--- config.mk ---
export PLATFORM = sky130hd
export DESIGN_NAME = hi_arbiter_rr
export DESIGN_NICKNAME = d
export VERILOG_FILES = /design/src/rtl/hi_arb_pkg.sv /design/src/rtl/hi_rr_pick.sv /design/src/rtl/hi_arbiter_rr.sv
export SDC_FILE = /design/constraint.sdc
export NUM_CORES = 1
export LEC_CHECK = 0
export BUFFER_PORTS_ARGS = -buffer_cell sky130_fd_sc_hd__buf_2
export CAP_MARGIN = 20
export CELL_PAD_IN_SITES_DETAIL_PLACEMENT = 0
export CELL_PAD_IN_SITES_GLOBAL_PLACEMENT = 1
export CORE_AREA = 2 2 197 199
export CTS_CLUSTER_SIZE = 14
export DETAILED_ROUTE_END_ITERATION = 16
export DIE_AREA = 0 0 199 201
export PLACE_DENSITY = 0.51
export SKIP_CTS_REPAIR_TIMING = 1
export SLEW_MARGIN = 20
export SYNTH_ARGS = -nofsm -noshare
export SYNTH_HDL_FRONTEND = slang
export SYNTH_SLANG_ARGS = --single-unit
--- constraint.sdc ---
create_clock -name ifclk -period 1.9 [get_ports ifclk]
set_clock_uncertainty 0.15 [all_clocks]
set_input_delay 0.57 -clock ifclk [delete_from_list [all_inputs] [get_ports ifclk]]
set_output_delay 0.57 -clock ifclk [all_outputs]
set_load 0.01 [all_outputs]
--- src/rtl/hi_arb_pkg.sv ---
// Shared widths and FSM state encoding for the Host Interface device-bus arbiter.
package hi_arb_pkg;

  localparam int TERM_W = 16;
  localparam int ADDR_W = 32;
  localparam int DATA_W = 32;
  localparam int STAT_W = 16;

  typedef enum logic [1:0] {
    ARB_IDLE,
    ARB_ACTIVE,
    ARB_FLUSH
  } arb_state_t;

endpackage

--- src/rtl/hi_rr_pick.sv ---
// Rotating-priority encoder: first requester after 'last' (round-robin) or lowest index (fixed).
module hi_rr_pick #(
  parameter int N     = 2,
  parameter int IDX_W = $clog2(N)
) (
  input  logic [N-1:0]     req,
  input  logic [IDX_W-1:0] last,
  input  logic             rr_en,
  output logic [IDX_W-1:0] idx,
  output logic             valid
);

  // Scan from farthest to nearest so the nearest requester overwrites and wins.
  always_comb begin
    idx   = '0;
    valid = |req;
    if (rr_en) begin
      for (int i = N; i >= 1; i--) begin
        if (|(req & (N'(1) << ((int'(last) + i) % N))))
          idx = IDX_W'((int'(last) + i) % N);
      end
    end else begin
      for (int i = N - 1; i >= 0; i--) begin
        if (req[i])
          idx = IDX_W'(i);
      end
    end
  end

endmodule

--- src/rtl/hi_arbiter_rr.sv ---
// N-host arbiter for the HI device bus: registered grant FSM, read_req replay and optional watchdog.
//   state      | meaning
//   ARB_IDLE   | no owner; downstream strobes/modes low; picks next host
//   ARB_ACTIVE | granted host drives the device port
//   ARB_FLUSH  | watchdog abort; grant held, bus quiet until host drops its mode
module hi_arbiter_rr
  import hi_arb_pkg::*;
#(
  parameter int NUM_HOSTS = 2,
  parameter int RR        = 1,
  parameter int TIMEOUT   = 0,
  parameter int TMO_W     = 16
) (
  input  logic                          ifclk,
  input  logic                          reset,
  input  logic [TERM_W*NUM_HOSTS-1:0]   I_di_term_addr,
  input  logic [ADDR_W*NUM_HOSTS-1:0]   I_di_reg_addr,
  input  logic [ADDR_W*NUM_HOSTS-1:0]   I_di_len,
  input  logic [NUM_HOSTS-1:0]          I_di_read_mode,
  input  logic [NUM_HOSTS-1:0]          I_di_write_mode,
  input  logic [NUM_HOSTS-1:0]          I_di_read_req,
  input  logic [NUM_HOSTS-1:0]          I_di_read,
  input  logic [NUM_HOSTS-1:0]          I_di_write,
  input  logic [DATA_W*NUM_HOSTS-1:0]   I_di_reg_datai,
  output logic [NUM_HOSTS-1:0]          O_di_read_rdy,
  output logic [NUM_HOSTS-1:0]          O_di_write_rdy,
  output logic [DATA_W*NUM_HOSTS-1:0]   O_di_reg_datao,
  output logic [STAT_W*NUM_HOSTS-1:0]   O_di_transfer_status,
  output logic [TERM_W-1:0]             di_term_addr,
  output logic [ADDR_W-1:0]             di_reg_addr,
  output logic [ADDR_W-1:0]             di_len,
  output logic                          di_read_mode,
  output logic                          di_write_mode,
  output logic                          di_read_req,
  output logic                          di_read,
  output logic                          di_write,
  output logic [DATA_W-1:0]             di_reg_datai,
  input  logic                          di_read_rdy,
  input  logic                          di_write_rdy,
  input  logic [DATA_W-1:0]             di_reg_datao,
  input  logic [STAT_W-1:0]             di_transfer_status,
  output logic [NUM_HOSTS-1:0]          grant,
  output logic [NUM_HOSTS-1:0]          timeout_err
);

  localparam int IDX_W = $clog2(NUM_HOSTS);

  arb_state_t           state;
  logic [IDX_W-1:0]     host;
  logic [IDX_W-1:0]     last_host;
  logic [IDX_W-1:0]     pick_idx;
  logic                 pick_valid;
  logic                 replay_q;
  logic                 active;
  logic                 hs;
  logic [NUM_HOSTS-1:0] req;
  logic [NUM_HOSTS-1:0] pending;
  logic [NUM_HOSTS-1:0] pend_acc;
  logic [TMO_W-1:0]     cnt;

  assign req    = I_di_read_mode | I_di_write_mode;
  assign active = (state == ARB_ACTIVE);
  assign hs     = (di_read & di_read_rdy) | (di_write & di_write_rdy);
  // grant is zero in IDLE, so a read_req in the arbitration cycle is still captured.
  assign pend_acc = pending | (I_di_read_req & ~grant);

  hi_rr_pick #(
    .N     (NUM_HOSTS),
    .IDX_W (IDX_W)
  ) u_pick (
    .req   (req),
    .last  (last_host),
    .rr_en (RR != 0),
    .idx   (pick_idx),
    .valid (pick_valid)
  );

  always_comb begin
    di_term_addr  = I_di_term_addr[int'(host)*TERM_W +: TERM_W];
    di_reg_addr   = I_di_reg_addr[int'(host)*ADDR_W +: ADDR_W];
    di_len        = I_di_len[int'(host)*ADDR_W +: ADDR_W];
    di_reg_datai  = I_di_reg_datai[int'(host)*DATA_W +: DATA_W];
    di_read_mode  = active & I_di_read_mode[host];
    di_write_mode = active & I_di_write_mode[host];
    di_read       = active & I_di_read[host];
    di_write      = active & I_di_write[host];
    di_read_req   = active & (I_di_read_req[host] | replay_q);
  end

  always_comb begin
    O_di_read_rdy        = '0;
    O_di_write_rdy       = '0;
    O_di_reg_datao       = '0;
    O_di_transfer_status = '0;
    for (int k = 0; k < NUM_HOSTS; k++) begin
      if (grant[k]) begin
        O_di_read_rdy[k]                         = active & di_read_rdy;
        O_di_write_rdy[k]                        = active & di_write_rdy;
        O_di_reg_datao[k*DATA_W +: DATA_W]       = di_reg_datao;
        O_di_transfer_status[k*STAT_W +: STAT_W] = di_transfer_status;
      end
    end
  end

  always_ff @(posedge ifclk or posedge reset) begin
    if (reset) begin
      state       <= ARB_IDLE;
      host        <= '0;
      last_host   <= IDX_W'(NUM_HOSTS - 1);
      pending     <= '0;
      cnt         <= '0;
      grant       <= '0;
      timeout_err <= '0;
      replay_q    <= 1'b0;
    end else begin
      pending  <= pend_acc;
      replay_q <= 1'b0;
      case (state)
        ARB_IDLE: begin
          cnt <= '0;
          if (pick_valid) begin
            host              <= pick_idx;
            grant             <= NUM_HOSTS'(1) << pick_idx;
            replay_q          <= pend_acc[pick_idx];
            pending[pick_idx] <= 1'b0;
            state             <= ARB_ACTIVE;
          end
        end
        ARB_ACTIVE: begin
          if (!req[host]) begin
            last_host <= host;
            grant     <= '0;
            state     <= ARB_IDLE;
          end else if (TIMEOUT > 0 && cnt == TMO_W'(TIMEOUT)) begin
            timeout_err[host] <= 1'b1;
            state             <= ARB_FLUSH;
          end else begin
            cnt <= hs ? '0 : cnt + 1'b1;
          end
        end
        ARB_FLUSH: begin
          if (!req[host]) begin
            last_host <= host;
            grant     <= '0;
            state     <= ARB_IDLE;
          end
        end
        default: state <= ARB_IDLE;
      endcase
    end
  end

endmodule

==> impl_metrics.json <==
{
  "status": "finished with violations",
  "violations_in_the_final_reports": "negative setup slack",
  "multi_input_area_um2": 2590,
  "min_period_over_period_pct": 121,
  "grt_setup_unrepaired": "yes",
  "seqCellArea_um2": 210,
  "max_freq_ghz": 0.434,
  "r2r_start": "host",
  "leakagePower_nw": 3.87,
  "clock_sink_count": 8,
  "final.setup.worst_slack_ns": -0.405,
  "power_density_nw_per_um2": 1170,
  "clock_tree.root_cell": "clkbuf_16",
  "detail_route.drc_violations": 0,
  "crit_family": "buffers and inverters",
  "final_layout_size_suffix_gt1_share_pct": 87.8,
  "flow.area_growth_from_synthesis_pct": 138,
  "final_setup_violating_endpoints": 218,
  "yosysWarnings": 2,
  "criticalPathCategory": "reg2out",
  "synth_enable_flop_cells": 0,
  "dr_total_vias": 4341,
  "final_nets": 1091,
  "post_synth_design_cell_area_um2": 2950,
  "tritoncts_clock_tree": "yes",
  "detail_route.iter0.violations": 123,
  "initial_utilization_pct": 7.74,
  "synth_ff_type": "dfrtp_1",
  "postRouteAntennaNets": 0,
  "worst-path-max-fanout": 7,
  "slowest_stage": "dfrtp_4",
  "ys_seq_elements": 8,
  "critical_path.reg2reg.endpoint": "grant[1]",
  "post_drt_wl_per_cell_um": 17.0,
  "gr-usage-all-layers_pct": 8.98,
  "critPathCaptureType": "output pin",
  "design.portCount": 507,
  "fp-row-count": 72,
  "grt.overflow.total": 0,
  "die_width_um": 199,
  "yosysTopAreaCell": "mux2_4",
  "num-fill-cells": 4300,
  "kind_of_start_point_of_the_critical_path": "flip-flop",
  "finalHoldViolCount": 0,
  "final_core_util_pct": 18.4,
  "power.ir.vdd_worst_uv": 388,
  "grt_pass1_wl_mm": 25.9,
  "max_cap_viol_count": 0,
  "post_synth_main_area_contributors": "mux2_4, and2_1, mux2_2",
  "min_period_ns": 2.31,
  "hold_path.class": "in2async",
  "synth-seq-area-share_pct": 6.83,
  "cts.htree.levels": 1,
  "gp_routability_congestion": 0.747,
  "place_hpwl_mm": 17.9,
  "netlist-cell-type-count": 36,
  "cpPeakStageDelay_ns": 0.48,
  "wirelength_mm": 22.5,
  "die_height_um": 201,
  "fin_setup_tns_ns": -46.68,
  "worst_ep_arrival_time_ns": 1.59,
  "grt_max_degree": 55,
  "syn-instance-count": 288,
  "worstPathCellList": "buf_12 > buf_4 > buf_8 > mux2_4 > buf_6",
  "numCtsBuffers": 3,
  "design.die.area_um2": 40000,
  "worst_ep_required_time_ns": 1.18,
  "synth.avg_cell_area_um2": 10.2,
  "first_global_vias": 4197,
  "postSynth.asyncResetShare_pct": 100,
  "core_area_um2": 38100,
  "timing.reg2reg.setup_slack_ns": 0.06,
  "critical_path.startpoint": "host",
  "detailedRoute.firstPassIterationCount": 4,
  "final-max-slew-violation-count": 0,
  "clock_latency_ns": 0.23,
  "vias_per_cell": 3.27,
  "yosysTopAreaCellShare_pct": 42.2,
  "cts_max_path_buffers": 2,
  "critical_path_buf_inv_count": 4,
  "dominant_cell_by_count_in_the_synthesized_netlist": "and2_1",
  "synthTopCellsByCount": "and2_1, mux2_4, mux2_2, clkbuf_1, buf_12",
  "numPortBuffers": 504,
  "antenna_found_initial": 8,
  "rr_worst_depth": 6,
  "cts.reportedPaths.clkPinSlew_ns": 0.04
}
[per-layer routing]
metal / global-route usage [%] / share of wire [%] / vias to the layer above
met5: 0 / 0.35 / -
met3: 2.28 / 9.0 / 31
li1: - / - / 2034
met4: 1.71 / 2.4 / 12
met1: 9.46 / 37 / 1962
met2: 17.7 / 51 / 302
[report_power, final]
group	switching, mW	total [mW]	internal, mW
Clock	0.0835	0.363	0.280
Sequential	0.102	0.368	0.266
Combinational	3.32	7.46	4.15
[area by class of cell]
class	count	area share, %
Antenna cell	4	0.142
Clock buffer	4	1.12
Inverter	3	0.160
Multi-Input combinational cell	251	36.8
Sequential cell	8	2.99
Tap cell	518	9.23
Timing Repair Buffer	538	49.5
[registers in the layout, summed over array words and instances, names as in the netlist]
name,count
pending,2
last_host,1
grant,2
state,1
host,1
replay_q,1
[logic make-up (layout without fill, tap and decap cells)]
group                  count (synthesis)  after routing  synth area share (%)
buffers and inverters                 30            545                  9.80
multiplexers                         116            116                  54.7
AO/OA/AOI/OAI                         15             15                  4.20
flip-flops                             8              8                  6.83
other                                  1              6                 0.127
AND/OR/NAND/NOR                      118            118                  24.4
[cells in the final DEF, fill, tap and decap left out, types with 2 or more instances in the layout]
cell type,n
nor2b_1,2
nand2_1,2
a21o_1,2
diode_2,4
clkbuf_16,9
buf_4,12
nor2_1,8
buf_6,78
nand3_1,2
conb_1,2
buf_8,3
mux2_4,83
mux2i_1,4
o21a_1,3
dfrtp_4,2
and2_4,41
and3_4,4
mux2_2,29
buf_2,431
and2_1,55
buf_12,8
dfrtp_1,4
inv_1,2
[worst max path at each step]
stage / end / cells past startpoint
6_report: di_reg_addr[15] / 5
4_1_cts: di_reg_addr[29] / 3
3_5_place_dp: di_reg_addr[29] / 3
2_1_floorplan: di_len[10] / 4
3_3_place_gp: di_reg_addr[29] / 3
5_1_grt: di_len[27] / 5
[per-stage QoR]
stage	area [um2]	hold slack (ns)	worst slack (ns)	total power [mW]	cells
6_report	7030	0.179	-0.405	8.19	1326
5_1_grt	7020	0.221	-0.434	8.70	1323
4_1_cts	6140	0.203	-0.481	6.70	1310
3_5_place_dp	6070	0.334	-0.231	6.30	1306
3_3_place_gp	6070	0.327	-0.215	6.34	1306
2_1_floorplan	2950	0.235	0.0944	4.20	289
(Power assumes the default switching activity.)
